`src/rtl/wb_commit.sv`:
```
// Writeback commit stage: registers per-channel regfile writes, squashes
// channels younger than the first exit, resolves same-rd write collisions
// in favour of the youngest channel, counts retirements and latches the
// exit PC / exit code when the machine halts.
module wb_commit #(
   parameter int XLEN  = 64,
   parameter int NPORT = 2,
   parameter int CNT_W = 64
) (
   input  logic                  clk,
   input  logic                  rst_n,
   input  logic [NPORT-1:0]      valid_i,
   output logic                  ready_o,
   input  logic [NPORT-1:0]      rf_wen_i,
   input  logic [NPORT*5-1:0]    rd_i,
   input  logic [NPORT*XLEN-1:0] rf_wdata_i,
   input  logic [NPORT*XLEN-1:0] pc_i,
   input  logic [NPORT-1:0]      exit_i,
   input  logic [XLEN-1:0]       a0_i,
   output logic [NPORT-1:0]      rf_wen_o,
   output logic [NPORT*5-1:0]    rd_o,
   output logic [NPORT*XLEN-1:0] rf_wdata_o,
   output logic                  halted_o,
   output logic                  good_trap_o,
   output logic [XLEN-1:0]       exit_pc_o,
   output logic [XLEN-1:0]       exit_code_o,
   output logic [CNT_W-1:0]      retired_o
);

   typedef enum logic {RUN, HALT} state_t;

   state_t                state_q, state_d;
   logic [NPORT-1:0]      acc, commit, wen_raw;
   logic [NPORT-1:0]      wen_d, wen_q;
   logic [NPORT*5-1:0]    rd_d, rd_q;
   logic [NPORT*XLEN-1:0] wdata_d, wdata_q;
   logic                  good_d, good_q;
   logic [XLEN-1:0]       exit_pc_d, exit_pc_q;
   logic [XLEN-1:0]       exit_code_d, exit_code_q;
   logic [CNT_W-1:0]      retired_d, retired_q;
   logic [CNT_W-1:0]      n_commit;
   logic                  exit_any;
   logic [XLEN-1:0]       exit_pc_sel;

   assign ready_o     = (state_q == RUN);
   assign halted_o    = (state_q == HALT);
   assign rf_wen_o    = wen_q;
   assign rd_o        = rd_q;
   assign rf_wdata_o  = wdata_q;
   assign good_trap_o = good_q;
   assign exit_pc_o   = exit_pc_q;
   assign exit_code_o = exit_code_q;
   assign retired_o   = retired_q;

   // Acceptance, exit squash, collision resolution, counter and halt capture.
   always_comb begin
      acc         = valid_i & {NPORT{ready_o}};
      commit      = '0;
      wen_raw     = '0;
      wen_d       = '0;
      exit_any    = 1'b0;
      exit_pc_sel = '0;
      n_commit    = '0;
      // Oldest exit wins; the exiting channel itself still commits.
      for (int k = 0; k < NPORT; k++) begin
         if (acc[k] && !exit_any) begin
            commit[k] = 1'b1;
            if (exit_i[k]) begin
               exit_any    = 1'b1;
               exit_pc_sel = pc_i[k*XLEN +: XLEN];
            end
         end
      end
      for (int k = 0; k < NPORT; k++) begin
         wen_raw[k] = commit[k] && rf_wen_i[k] && (rd_i[k*5 +: 5] != 5'd0);
         n_commit   = n_commit + CNT_W'(commit[k]);
      end
      // A younger writer to the same rd shadows an older one.
      for (int k = 0; k < NPORT; k++) begin
         wen_d[k] = wen_raw[k];
         for (int j = k + 1; j < NPORT; j++) begin
            if (wen_raw[j] && (rd_i[j*5 +: 5] == rd_i[k*5 +: 5]))
               wen_d[k] = 1'b0;
         end
      end
      rd_d        = rd_i;
      wdata_d     = rf_wdata_i;
      retired_d   = retired_q + n_commit;
      state_d     = exit_any ? HALT : state_q;
      good_d      = exit_any ? (a0_i == '0) : good_q;
      exit_pc_d   = exit_any ? exit_pc_sel  : exit_pc_q;
      exit_code_d = exit_any ? a0_i         : exit_code_q;
   end

   // State and output registers.
   always_ff @(posedge clk or negedge rst_n) begin
      if (!rst_n) begin
         state_q     <= RUN;
         wen_q       <= '0;
         rd_q        <= '0;
         wdata_q     <= '0;
         good_q      <= 1'b0;
         exit_pc_q   <= '0;
         exit_code_q <= '0;
         retired_q   <= '0;
      end else begin
         state_q     <= state_d;
         wen_q       <= wen_d;
         rd_q        <= rd_d;
         wdata_q     <= wdata_d;
         good_q      <= good_d;
         exit_pc_q   <= exit_pc_d;
         exit_code_q <= exit_code_d;
         retired_q   <= retired_d;
      end
   end

endmodule

```
`config.mk`:
```
export PLATFORM = sky130hd
export DESIGN_NAME = wb_commit
export DESIGN_NICKNAME = d
export VERILOG_FILES = /design/src/rtl/wb_commit.sv
export SDC_FILE = /design/constraint.sdc
export NUM_CORES = 1
export LEC_CHECK = 0
export BUFFER_PORTS_ARGS = -buffer_cell sky130_fd_sc_hd__buf_4
export CORE_AREA = 2 2 266 268
export DETAILED_ROUTE_END_ITERATION = 8
export DIE_AREA = 0 0 268 270
export GPL_ROUTABILITY_DRIVEN = 0
export PLACE_DENSITY = 0.46
export SLEW_MARGIN = 5
export SYNTH_ARGS = -nofsm -noshare
export SYNTH_HDL_FRONTEND = slang
export SYNTH_SLANG_ARGS = --single-unit
```
`constraint.sdc`:
```
create_clock -name clk -period 3.25 [get_ports clk]
set_input_delay 0.65 -clock clk [delete_from_list [all_inputs] [get_ports clk]]
set_output_delay 0.65 -clock clk [all_outputs]
set_load 0.05 [all_outputs]
```
* Word-level counts from Yosys, hierarchy flattened *
Cells that the tools add are included.

word-level totals
  register bits = 334
  input bits = 338
  output and inout bits = 335
  logic and storage cells = 34

operators by class
  add/subtract/negate cells = 2
  equality and inequality tests = 1
  mux-type cells = 11
  bitwise operators = 2
  reduce and logical (&&, ||, !) cells = 10

operators by type and width
  kind                                      count
  64-bit two-way mux                        4
  64-bit by 2-bit adder with 64-bit output  1
  64-bit zero test                          1
  5-bit nonzero test                        2
  1-bit two-way mux                         7
  1-bit logical AND                         6
  5-bit equality test                       1
  1-bit by 1-bit adder with 2-bit output    1
  2-bit AND                                 1
  1-bit zero test                           1
  1-bit inverter                            1

* Longest topological paths before layout *
Gate-level depths: netlist of the first run.

  depth in word-level cells = 10
  mapped depth = 10

* Worst setup path after synthesis of the first run *
Ideal clock, no wire load.

  path type = in2reg
  start point = in valid_i[1]
  end point = reg retired_q[56], in the netlist retired_o[56]
  arrival = 2.573 ns
  required time = 3.108 ns
  setup slack = 0.535 ns
  cell stages on the path = 10
  buffers on the path = 1
  cell sequence = inv_1 > a211oi_1 > fa_1 > ha_1 > and3_1 > buf_2 > nand4_1 > nor4_4 > nand4_1 > xnor2_1

on the way
  word-level cells in the longest chain between the ends = 5

ends and longest elaborated chain
  what                                      RTL line  text
  start: declaration                        12        input logic [NPORT-1:0] valid_i,
  2-bit AND                                 57        acc = valid_i & {NPORT{ready_o}};
  1-bit logical AND                         66        if (acc[k] && !exit_any) begin
  1-bit two-way mux                         66
  1-bit by 1-bit adder with 2-bit output    76        n_commit = n_commit + CNT_W'(commit[k]);
  64-bit by 2-bit adder with 64-bit output  88        retired_d = retired_q + n_commit;
  via retired_d[56]                         40        logic [CNT_W-1:0] retired_d, retired_q;
  end signal: assignment                    114       retired_q <= retired_d;
  end: declaration                          40

The timed path passes the listed nets, and every way through them passes these cells.
A chain may end at the register's enable or synchronous reset.

* Final worst setup path of the first run *
  start point = reg state_q, in the netlist halted_o
  end point = reg retired_q[62], in the netlist retired_o[62]

on the way
  word-level cells in the longest chain between the ends = 8
  elaborated cells between the ends (all ways) = 9
  those cells by class = 2 x add/sub; 3 x mux; 2 x bitwise; 2 x reduce/logical

ends and longest elaborated chain
  what                                          RTL line  text
  start: declaration                            32        state_t state_q, state_d;
  start signal: assignment                      107       state_q <= state_d;
  1-bit inverter (*)                            45        assign ready_o = (state_q == RUN);
  2-bit AND (*)                                 57
  1-bit two-way mux                             66
  1-bit zero test                               66
  1-bit logical AND                             66
  1-bit two-way mux                             66
  1-bit by 1-bit adder with 2-bit output (*)    76
  64-bit by 2-bit adder with 64-bit output (*)  88
  via retired_d[62]                             40

The timed path passes the listed nets; every way through them passes the cells marked *.

==> impl_results.md, run 1 <==
* Status: completed
* Clock Root Buffer: clkbuf_16
* Post-synthesis cell area at ~12,000 um2
* Io pins at a little under 700
* Number of clock sinks at 334
* Tightest Pin Transition at ~0.5 ns
* Wl on met1 at approximately 17,000 um
* Startpoint Class: register
* Die area at 72,400 um2
* HP Class: in2async
* Sequential share of the synthesized area at 0.712
* Wire per inst at around 18 um
* Crit-path leading delay family: simple AND/OR/NAND/NOR gates
* H-tree depth at 2
* Initial DRC count at around 400
* RSZ-0062 raised after global routing: no
* Fin crit period at ~3.0 ns
* Crit share post-route at 0.919
* Worst-path clk slew at 0.06 ns
* Cells along the critical path: a211oi_1 -> fa_1 -> ha_1 -> and3_1 -> nand4_1 -> nor4_4 -> buf_4 -> nand4_1 -> xnor2_1
* Fill cell count at between 7,000 and 8,000
* Layout cells sized above 1 at 0.518
* CP dominant cell by count: nand4_1
* Worst path max stage delay at between 0.5 and 0.6 ns
* Std cell rows at 97
* Max-slew violation count at 0
* Vias at between 9,000 and 10,000
* Async SR Flop Fraction at 1.00
* Maxcap violations at 0
* Die Ht at 270 um
* Final setup violation count at 0
* Pwr/cell area at around 540 nW/um2
* Skew final at 0.0239 ns
* Post-DP HPWL at 35,600 um
* PortBufs at 672
* Initial antenna violation count at 3
* LEAKAGE at roughly 10 nW
* Post-synth EDFFs at 0
* Design Area, Final at around 19,000 um2
* Req. time, crit path at 3.66 ns
* Worst-skew pair later-pin latency at roughly 0.55 ns
* Clock buffer depth at 3
* Initial Utilization at 0.169
* Synthesized flop and latch total at ~330
* DR pass1 iterations at 5
* Uppermost layer routed: met5
* Warnings from Yosys at 0
* Register share of total power at 0.425
* Die width at approximately 270 um
* Ys flop type: dfrtp_1
* Stages on worst setup path at 9
* Total Wirelength at 45,400 um
* Reg2Reg Setup Slack at between 0.2 and 0.3 ns
* Switching power at around 0.0029 W
* Inserted Clock Buffers at 41
* Global-route usage over all layers at 0.121
* Met2 WL at 23,200 um
* Max IR drop VDD at a little under 0.0004 V
* Post-CTS resize count at 0
* Logic pwr share at 0.152
* Switching Fraction at 0.279
* P_int at about 0.0075 W
* Fmax at 0.335 GHz
* Setup crit end kind: register
* Setup Crit Path Kind: reg2reg
* Largest net degree at the start of global routing at 82
* Final Hold Viols at 0
* Syn_nets at around 1,200
* Synth Instances at 842
* CP bufs+invs at 1
* Power share of the clock group at 0.423
* Ant diodes at 0
* Hold-fix buffers, CTS at 0
* Syn Area/Cell at roughly 14 um2
* Placed inst area at between 15,000 and 20,000 um2
* Yosys cell types at 40
* First-pass GRT wire length at roughly 66,000 um
* Reg2reg path depth at 9
* Max stage delay cell, worst path: fa_1
* # DRC at 0
* Post-route ant nets at 0
* CTS tree: done
* Core footprint at about 70,000 um2
* Slew headroom at 0.661
* GRT overflow at 0
* Nets at roughly 1,900
* Layout area overhead at 65.2%
* Met3 Routed Length at 3970 um
* Fin Setup TNS at 0 ns
* Number of global-route vias before repair at 10,300
* Setup bufs post-CTS at 0
* Vias per cell at 3.78
* Crit path max fanout at 9
* CP arrival at about 3.4 ns
-- power groups by stage --
stage,logic (W),registers (W),clock network (W)
2_1_floorplan,0.0000873,0.00518,0
3_3_place_gp,0.00161,0.00450,0
3_5_place_dp,0.00161,0.00451,0
4_1_cts,0.00161,0.00444,0.00462
5_1_grt,0.00167,0.00446,0.00480
6_report,0.00159,0.00444,0.00442
-- synthesized netlist by cell type, types with 2 or more instances --
cell      count  share of area
nor2_1       11         0.0035
mux2_2       47          0.045
inv_1         4         0.0013
nand4_1      26          0.014
and4_1        5         0.0037
buf_1         3        0.00096
or4_1         2         0.0013
and3_1       13         0.0069
a22oi_1      64          0.041
mux2_1       17          0.016
nor3_1        3         0.0013
nor4_1       16         0.0085
xnor2_1      55          0.041
nand3_1      26          0.011
xor2_1       12         0.0090
nand2_1     147          0.047
and2_1        6         0.0032
dfrtp_1     334           0.71
nand4_4       2         0.0036
buf_4         2         0.0013
buf_2        17         0.0073
clkbuf_1     12         0.0038
-- per-stage QoR --
stage	worst slack [ns]	cells	hold WS [ns]	power, W	util
after floorplan	0.535	842	0.354	0.00527	-
after global placement	-0.0691	2442	0.460	0.00611	0.260
after detailed placement	-0.130	2442	0.464	0.00612	0.260
after CTS	0.229	2516	0.0206	0.0107	0.279
after global routing	0.0654	2516	0.0360	0.0109	0.279
final	0.265	2516	0.0346	0.0104	0.279
-- cells by family (layout without fill, tap and decap cells) --
logic type | count (synthesis) | in the layout | synth area share
adder cells (fa/ha/maj) | 2 | 2 | 0.00277
AO/OA/AOI/OAI | 70 | 70 | 0.0448
AND/OR/NAND/NOR | 267 | 267 | 0.114
buffers and inverters | 38 | 772 | 0.0146
flip-flops | 334 | 334 | 0.712
multiplexers | 64 | 64 | 0.0614
XOR/XNOR | 67 | 67 | 0.0500
-- sequential cells by signal, summed over array words and instances, names as in the netlist --
register     count
rd_o            10
rf_wdata_o     128
retired_o       64
rf_wen_o         2
halted_o         1
exit_code_o     64
good_trap_o      1
exit_pc_o       64
-- layout by cell type (no fill, tap or decap), types with 2 or more instances in the layout --
cell / netlist / routed
and3_1: 13 / 13
xor2_1: 12 / 12
buf_12: 0 / 8
inv_1: 4 / 4
clkinvlp_4: 0 / 4
nor3_1: 3 / 3
dfrtp_1: 334 / 334
clkbuf_1: 12 / 11
a22oi_1: 64 / 64
inv_6: 0 / 2
xnor2_1: 55 / 55
clkbuf_8: 0 / 9
mux2_2: 47 / 47
nand4_1: 26 / 26
buf_4: 2 / 685
nor4_1: 16 / 16
nand4_4: 2 / 2
nor2_1: 11 / 10
nand3_1: 26 / 26
mux2_1: 17 / 17
and2_1: 6 / 5
nand2_1: 147 / 147
clkinv_2: 0 / 5
clkbuf_16: 0 / 41
or4_1: 2 / 2
and4_1: 5 / 5
-- worst paths after layout --
path,start,endpoint
worst min-delay path,rst_n,exit_code_o[14]
min in group clk,rf_wdata_i[73],rf_wdata_o[73]
max in group asynchronous,rst_n,rf_wdata_o[23]
worst max register to register,halted_o,retired_o[62]
worst max-delay path,halted_o,retired_o[62]
worst min register to register,exit_pc_o[39],exit_pc_o[39]
-- area by class of cell --
cell class	count	area, um2	area share
flip-flops and latches	334	8360	0.431
inverters	4	15.0	0.000775
multi-input cells	470	3220	0.166
clock buffers	61	1190	0.0614
well taps	940	1180	0.0607
repair buffers	694	5320	0.274
clock inverters	13	111	0.00574
-- routing by layer --
| layer | track usage | vias to the layer above |
|---|---|---|
| met1 | 0.137 | 4712 |
| met2 | 0.213 | 389 |
| met3 | 0.0414 | 68 |
| met4 | 0.0400 | 2 |
| met5 | 0 | - |
| li1 | - | 4335 |
-- worst reg2reg max path, cell delays in order (launching register included) --
cell and delay, ns:
dfrtp_1 0.43, a211oi_1 0.36, fa_1 0.53, ha_1 0.28
and3_1 0.26, nand4_1 0.29, nor4_4 0.22, buf_4 0.20
nand4_1 0.12, xnor2_1 0.15
Note: power is estimated with default switching activity, not from simulation.
==> run 2, diff against run 1 <==
--- a/config.mk
+++ b/config.mk
@@ -6,11 +6,11 @@
 export NUM_CORES = 1
 export LEC_CHECK = 0
 export BUFFER_PORTS_ARGS = -buffer_cell sky130_fd_sc_hd__buf_4
-export CORE_AREA = 2 2 266 268
+export CORE_AREA = 2 2 262 264
 export DETAILED_ROUTE_END_ITERATION = 8
-export DIE_AREA = 0 0 268 270
+export DIE_AREA = 0 0 264 266
 export GPL_ROUTABILITY_DRIVEN = 0
-export PLACE_DENSITY = 0.46
+export PLACE_DENSITY = 0.47
 export SLEW_MARGIN = 5
 export SYNTH_ARGS = -nofsm -noshare
 export SYNTH_HDL_FRONTEND = slang
==> run 2 against run 1 <==
  * Flip-flop and latch count did not move
  * Register-to-register slack improved by 0.12 ns
  * Global-route usage barely moved
  * Routed wire length fell by 2.9%
  * Critical endpoint is now retired_o[56]
==> impl_results.md, run 2 (synthesized netlist as in run 1, its figures left out) <==
* Std cell rows at 96 (-1.0%)
* Max IR drop VDD at 0.000342 V (-11%)
* Fmax at 0.349 GHz (+4.3%)
* CP arrival at 3.29 ns (-0.11 ns)
* First-pass GRT wire length at 64,800 um (-1.8%)
* Register share of total power at 0.423 (-0.002)
* CP dominant cell by count: nand4_1
* Clock Root Buffer: clkbuf_16
* Cells along the critical path: a211oi_1 -> fa_1 -> ha_1 -> and3_1 -> nand4_1 -> nor4_4 -> buf_4 -> nand4_1 -> xnor2_1
* Crit-path leading delay family: simple AND/OR/NAND/NOR gates
* Switching Fraction at 0.278 (-0.000297)
* CTS tree: done
* Die area at 70,200 um2 (-3.0%)
* Total Wirelength at 44,100 um (-2.9%)
* Die Ht at 266 um (-1.5%)
* Req. time, crit path at 3.68 ns (+0.02 ns)
* Layout cells sized above 1 at 0.519 (+0.00170)
* Nets at 1,879 (-0.32%)
* H-tree depth at 2 (unchanged)
* Maxcap violations at 0 (unchanged)
* Post-CTS resize count at 0 (unchanged)
* Pwr/cell area at 545 nW/um2 (+1.2%)
* Slew headroom at 0.310 (-0.350)
* Non-filler cells, final at 2,449 (-2.7%)
* Layout area overhead at 64.2%
* Setup bufs post-CTS at 0 (unchanged)
* Startpoint Class: register
* Switching power at 0.00292 W (+0.44%)
* Core footprint at 67,700 um2 (-2.6%)
* Setup crit end kind: register
* CP bufs+invs at 1 (unchanged)
* Wire per inst at 18.0 um (-0.23%)
* Number of clock sinks at 334 (unchanged)
* Ant diodes at 0 (unchanged)
* PortBufs at 672 (unchanged)
* Status: completed
* Inserted Clock Buffers at 40 (-2.4%)
* Clock buffer depth at 3 (unchanged)
* Most frequent cells in the layout: 683 x buf_4, 334 x dfrtp_1, 147 x nand2_1, 64 x a22oi_1, 55 x xnor2_1
* Setup WS post-layout at 0.386 ns (+0.122 ns)
* Number of global-route vias before repair at 9,900 (-3.6%)
* Logic pwr share at 0.151 (about the same)
* Vias per cell at 3.83 (+1.3%)
* Most common cell after layout, fill and taps aside: buf_4
* Io pins at 673 (unchanged)
* DR pass1 iterations at 6 (+1)
* GRT overflow at 0 (unchanged)
* HP Class: in2async
* RSZ-0062 raised after global routing: no
* Post-DP HPWL at 34,500 um (-3.1%)
* Initial DRC count at 364 (-10%)
* Die width at 264 um (-1.5%)
* Largest net degree at the start of global routing at 73 (-11%)
* Max reg flops at 128 (unchanged)
* Power share of the clock group at 0.427 (+0.004)
* Worst path max stage delay at 0.56 ns (+0.03 ns)
* Initial Utilization at 0.173 (+0.00448)
* P_int at 0.00758 W (+0.59%)
* Final core occ at 0.284 (+0.00562)
* R2r startpoint: halted_o
* Fin crit period at 2.86 ns (-0.122 ns)
* Post-Place Setup Slack at -0.135 ns (-0.00459 ns)
* Max stage delay cell, worst path: a211oi_1
* Initial antenna violation count at 3 (unchanged)
* Hold-fix buffers, CTS at 0 (unchanged)
* Vias at 9,374 (-1.4%)
* Worst-path clk slew at 0.06 ns (about the same)
* Global-route usage over all layers at 0.122 (+0.000423)
* # DRC at 0 (unchanged)
* CP Launch Point: halted_o
* Crit path max fanout at 9 (unchanged)
* Max-slew violation count at 0 (unchanged)
* Total power at 0.0105 W (+0.55%)
* Skew final at 0.0137 ns (-0.0101 ns)
* Post-route ant nets at 0 (unchanged)
* Tightest Pin Transition at 1.03 ns (+0.523 ns)
* Final Hold Viols at 0 (unchanged)
* Final setup violation count at 0 (unchanged)
* Crit share post-route at 0.881 (-0.0375)
* Post-placement cell count at 2,379 (-2.6%)
* Setup Crit Path Kind: reg2reg
* Worst-skew pair later-pin latency at 0.55 ns (about the same)
* LEAKAGE at 9.74 nW (about the same)
[run 2: cell types whose count changed in the layout (fill, tap and decap cells not counted), sizes merged]
cell      previous run  this run
buf                694       689
clkinvlp             4         0
bufinv               1         2
inv                  6         5
clkinv               6        14
clkbuf              61        53
[run 2: through the flow]
| step | instance area (um2) | TNS (ns) | hold slack [ns] |
|---|---|---|---|
| 6_report | 19300 | 0 | 0.0502 |
| 5_1_grt | 19300 | 0 | 0.0563 |
| 4_1_cts | 19300 | 0 | 0.0348 |
| 3_5_place_dp | 17900 | -1.31 | 0.463 |
| 3_3_place_gp | 17900 | -0.399 | 0.462 |
| 2_1_floorplan | 11700 | 0 | 0.354 |
[run 2: final timing paths]
check | to | slack [ns] | cells after the start
hold / removal | retired_o[28] | 0.05 | 1
setup reg to reg | retired_o[56] | 0.39 | 9
min in group clk | rf_wdata_o[93] | 0.20 | 1
hold reg to reg | exit_pc_o[26] | 0.47 | 2
setup / recovery | retired_o[56] | 0.39 | 9
max in group asynchronous | exit_pc_o[16] | 2.40 | 2
[run 2: cell type report]
| cell class | instances | area [um2] |
|---|---|---|
| Clock buffer | 53 | 1150 |
| Clock inverter | 17 | 179 |
| Fill cell | 7036 | 48500 |
| Inverter | 4 | 15.0 |
| Multi-Input combinational cell | 470 | 3220 |
| Sequential cell | 334 | 8360 |
| Tap cell | 882 | 1100 |
| Timing Repair Buffer | 689 | 5240 |
[run 2: power by group through the flow]
| stage | Clock, W | Combinational (W) | Sequential [W] |
|---|---|---|---|
| detailed placement | 0 | 0.00161 | 0.00451 |
| global placement | 0 | 0.00160 | 0.00450 |
| CTS | 0.00468 | 0.00161 | 0.00444 |
| floorplan | 0 | 0.0000873 | 0.00518 |
| finish | 0.00448 | 0.00158 | 0.00444 |
| global route | 0.00486 | 0.00166 | 0.00446 |
[run 2: metal layers]
metal  GRT usage  part of all wire  vias up
met1       0.142              0.39     4599
met4      0.0344             0.023        4
met2       0.211              0.50      390
met3      0.0428             0.084       66
met5           0            0.0029        -
li1            -                 -     4315
==> run 3, diff against run 2 <==
==> constraint.sdc (replaced) <==
create_clock -name clk -period 2.8 [get_ports clk]
set_input_delay 0.56 -clock clk [delete_from_list [all_inputs] [get_ports clk]]
set_output_delay 0.56 -clock clk [all_outputs]
set_load 0.05 [all_outputs]
==> run 3 against run 2 <==
  * Sequential share of layout area is 0.20 points lower
  * Clock skew is 0.0044 ns lower
  * First-iteration DRC count is 11% higher
  * Critical endpoint unchanged
  * Largest power group unchanged
==> impl_results.md, run 3 (synthesized netlist as in run 1, its figures left out) <==
* Wire per inst at 17.9 um (-0.42%)
* Initial antenna violation count at 3 (unchanged)
* Final Hold Slack at 0.115 ns (+0.0649 ns)
* Global-route usage over all layers at 0.122 (about the same)
* Fin crit period at 2.42 ns (-0.442 ns)
* Std cell rows at 96 (unchanged)
* Setup Crit Path Kind: reg2reg
* CP arrival at 2.84 ns (-0.45 ns)
* Max-slew violation count at 0 (unchanged)
* # DRC at 0 (unchanged)
* Post-DP HPWL at 34,600 um (+0.32%)
* Die width at 264 um (unchanged)
* DR pass1 iterations at 4 (-2)
* Clock buffer depth at 3 (unchanged)
* Slew headroom at 0.519 (+0.209)
* Req. time, crit path at 3.22 ns (-0.46 ns)
* PortBufs at 672 (unchanged)
* Die Ht at 266 um (unchanged)
* Placed inst area at 18,000 um2 (+0.52%)
* Number of clock sinks at 334 (unchanged)
* Max reg flops at 128 (unchanged)
* H-tree depth at 2 (unchanged)
* Nets at 1,889 (+0.53%)
* Clock Root Buffer: clkbuf_16
* Io pins at 673 (unchanged)
* Vias at 9,394 (+0.21%)
* HP Class: in2reg
* Skew final at 0.00936 ns (-0.00438 ns)
* Fmax at 0.413 GHz (+18%)
* Post-route ant nets at 0 (unchanged)
* Status: completed
* Vias per cell at 3.82 (-0.15%)
* Number of global-route vias before repair at 10,200 (+3.0%)
* GRT overflow at 0 (unchanged)
* Setup crit end kind: register
* Crit share post-route at 0.865 (-0.0162)
* Worst-skew pair later-pin latency at 0.54 ns (about the same)
* Post-placement cell count at 2,388 (+0.38%)
* Largest net degree at the start of global routing at 65 (-11%)
* Non-filler cells, final at 2,458 (+0.37%)
* Tightest Pin Transition at 0.721 ns (-0.311 ns)
* Pwr/cell area at 631 nW/um2 (+16%)
* LEAKAGE at 9.78 nW (+0.32%)
* Initial DRC count at 405 (+11%)
* Ant diodes at 0 (unchanged)
* Layout cells sized above 1 at 0.517 (-0.00233)
* CTS tree: done
* Initial Utilization at 0.173 (unchanged)
* Final Hold Viols at 0 (unchanged)
* First-pass GRT wire length at 65,200 um (+0.55%)
* Post-CTS resize count at 0 (unchanged)
* Layout area overhead at 65.0%
* RSZ-0062 raised after global routing: no
* Most frequent cells in the layout: 690 x buf_4, 334 x dfrtp_1, 147 x nand2_1, 64 x a22oi_1, 55 x xnor2_1
* Max IR drop VDD at 0.000386 V (+13%)
* Crit path max fanout at 9 (unchanged)
* Most common cell after layout, fill and taps aside: buf_4
* Final setup violation count at 0 (unchanged)
* Design Area, Final at 19,400 um2 (+0.45%)
* Worst-path clk slew at 0.06 ns (about the same)
* Inserted Clock Buffers at 40 (unchanged)
* Core footprint at 67,700 um2 (unchanged)
* Die area at 70,200 um2 (unchanged)
* Total Wirelength at 44,100 um (about the same)
* Maxcap violations at 0 (unchanged)
* Startpoint Class: register
## run 3: changes by cell type in the layout (fill, tap and decap cells not counted), sizes merged
cell	change
buf	+9
clkbuf	+7
dlygate4sd3	+1
clkinvlp	+1
bufinv	+1
clkinv	-10
## run 3: repair_timing
item	CTS	global route
setup buffers	0	0
hold buffers	1	0
endpoints found under the hold margin	35	0
setup endpoints to repair	0	0
## run 3: final timing paths
check | start | end | slack, ns | depth (start not counted)
hold / removal | rf_wdata_i[113] | rf_wdata_o[113] | 0.12 | 1
hold reg to reg | exit_pc_o[26] | exit_pc_o[26] | 0.47 | 2
setup / recovery | halted_o | retired_o[56] | 0.38 | 10
min in group asynchronous | rst_n | retired_o[37] | 0.60 | 2
setup reg to reg | halted_o | retired_o[56] | 0.38 | 10
max in group asynchronous | rst_n | rf_wdata_o[112] | 1.43 | 3
## run 3: final cells by class
type	instances	area, um2
Fill cell	7097	48400
Inverter	4	15.0
Multi-Input combinational cell	470	3220
Timing Repair Buffer	699	5350
Tap cell	882	1100
Clock buffer	60	1180
Clock inverter	9	138
Sequential cell	334	8360
## run 3: metrics by stage
stage               power (W)  utilization  TNS (ns)  worst slack (ns)
CTS                    0.0124        0.286         0             0.301
global placement      0.00709        0.266    -0.131           -0.0420
floorplan             0.00611            -         0             0.151
global route           0.0127        0.286         0            0.0777
finish                 0.0122        0.286         0             0.378
detailed placement    0.00710        0.266    -0.237           -0.0525
## run 3: per-layer routing
| metal | share of wire | wire, um | track usage |
|---|---|---|---|
| met5 | 0.00061 | 27 | 0 |
| met4 | 0.021 | 931 | 0.0326 |
| met3 | 0.089 | 3930 | 0.0472 |
| met2 | 0.50 | 22100 | 0.213 |
| met1 | 0.39 | 17100 | 0.139 |
## run 3: critical path: stages (launching register included)
cell and delay (ns):
dfrtp_1 0.42, a211oi_1 0.19, buf_4 0.17, fa_1 0.20
ha_1 0.18, and3_1 0.22, nand4_1 0.24, nor4_4 0.20
buf_4 0.20, nand4_1 0.12, xnor2_1 0.15
## run 3: where the power goes
part           internal [W]  leakage, nW  switching, W
clock network       0.00318        0.644       0.00205
registers           0.00505         4.22      0.000101
logic              0.000659         4.91       0.00118
total               0.00889         9.78       0.00333
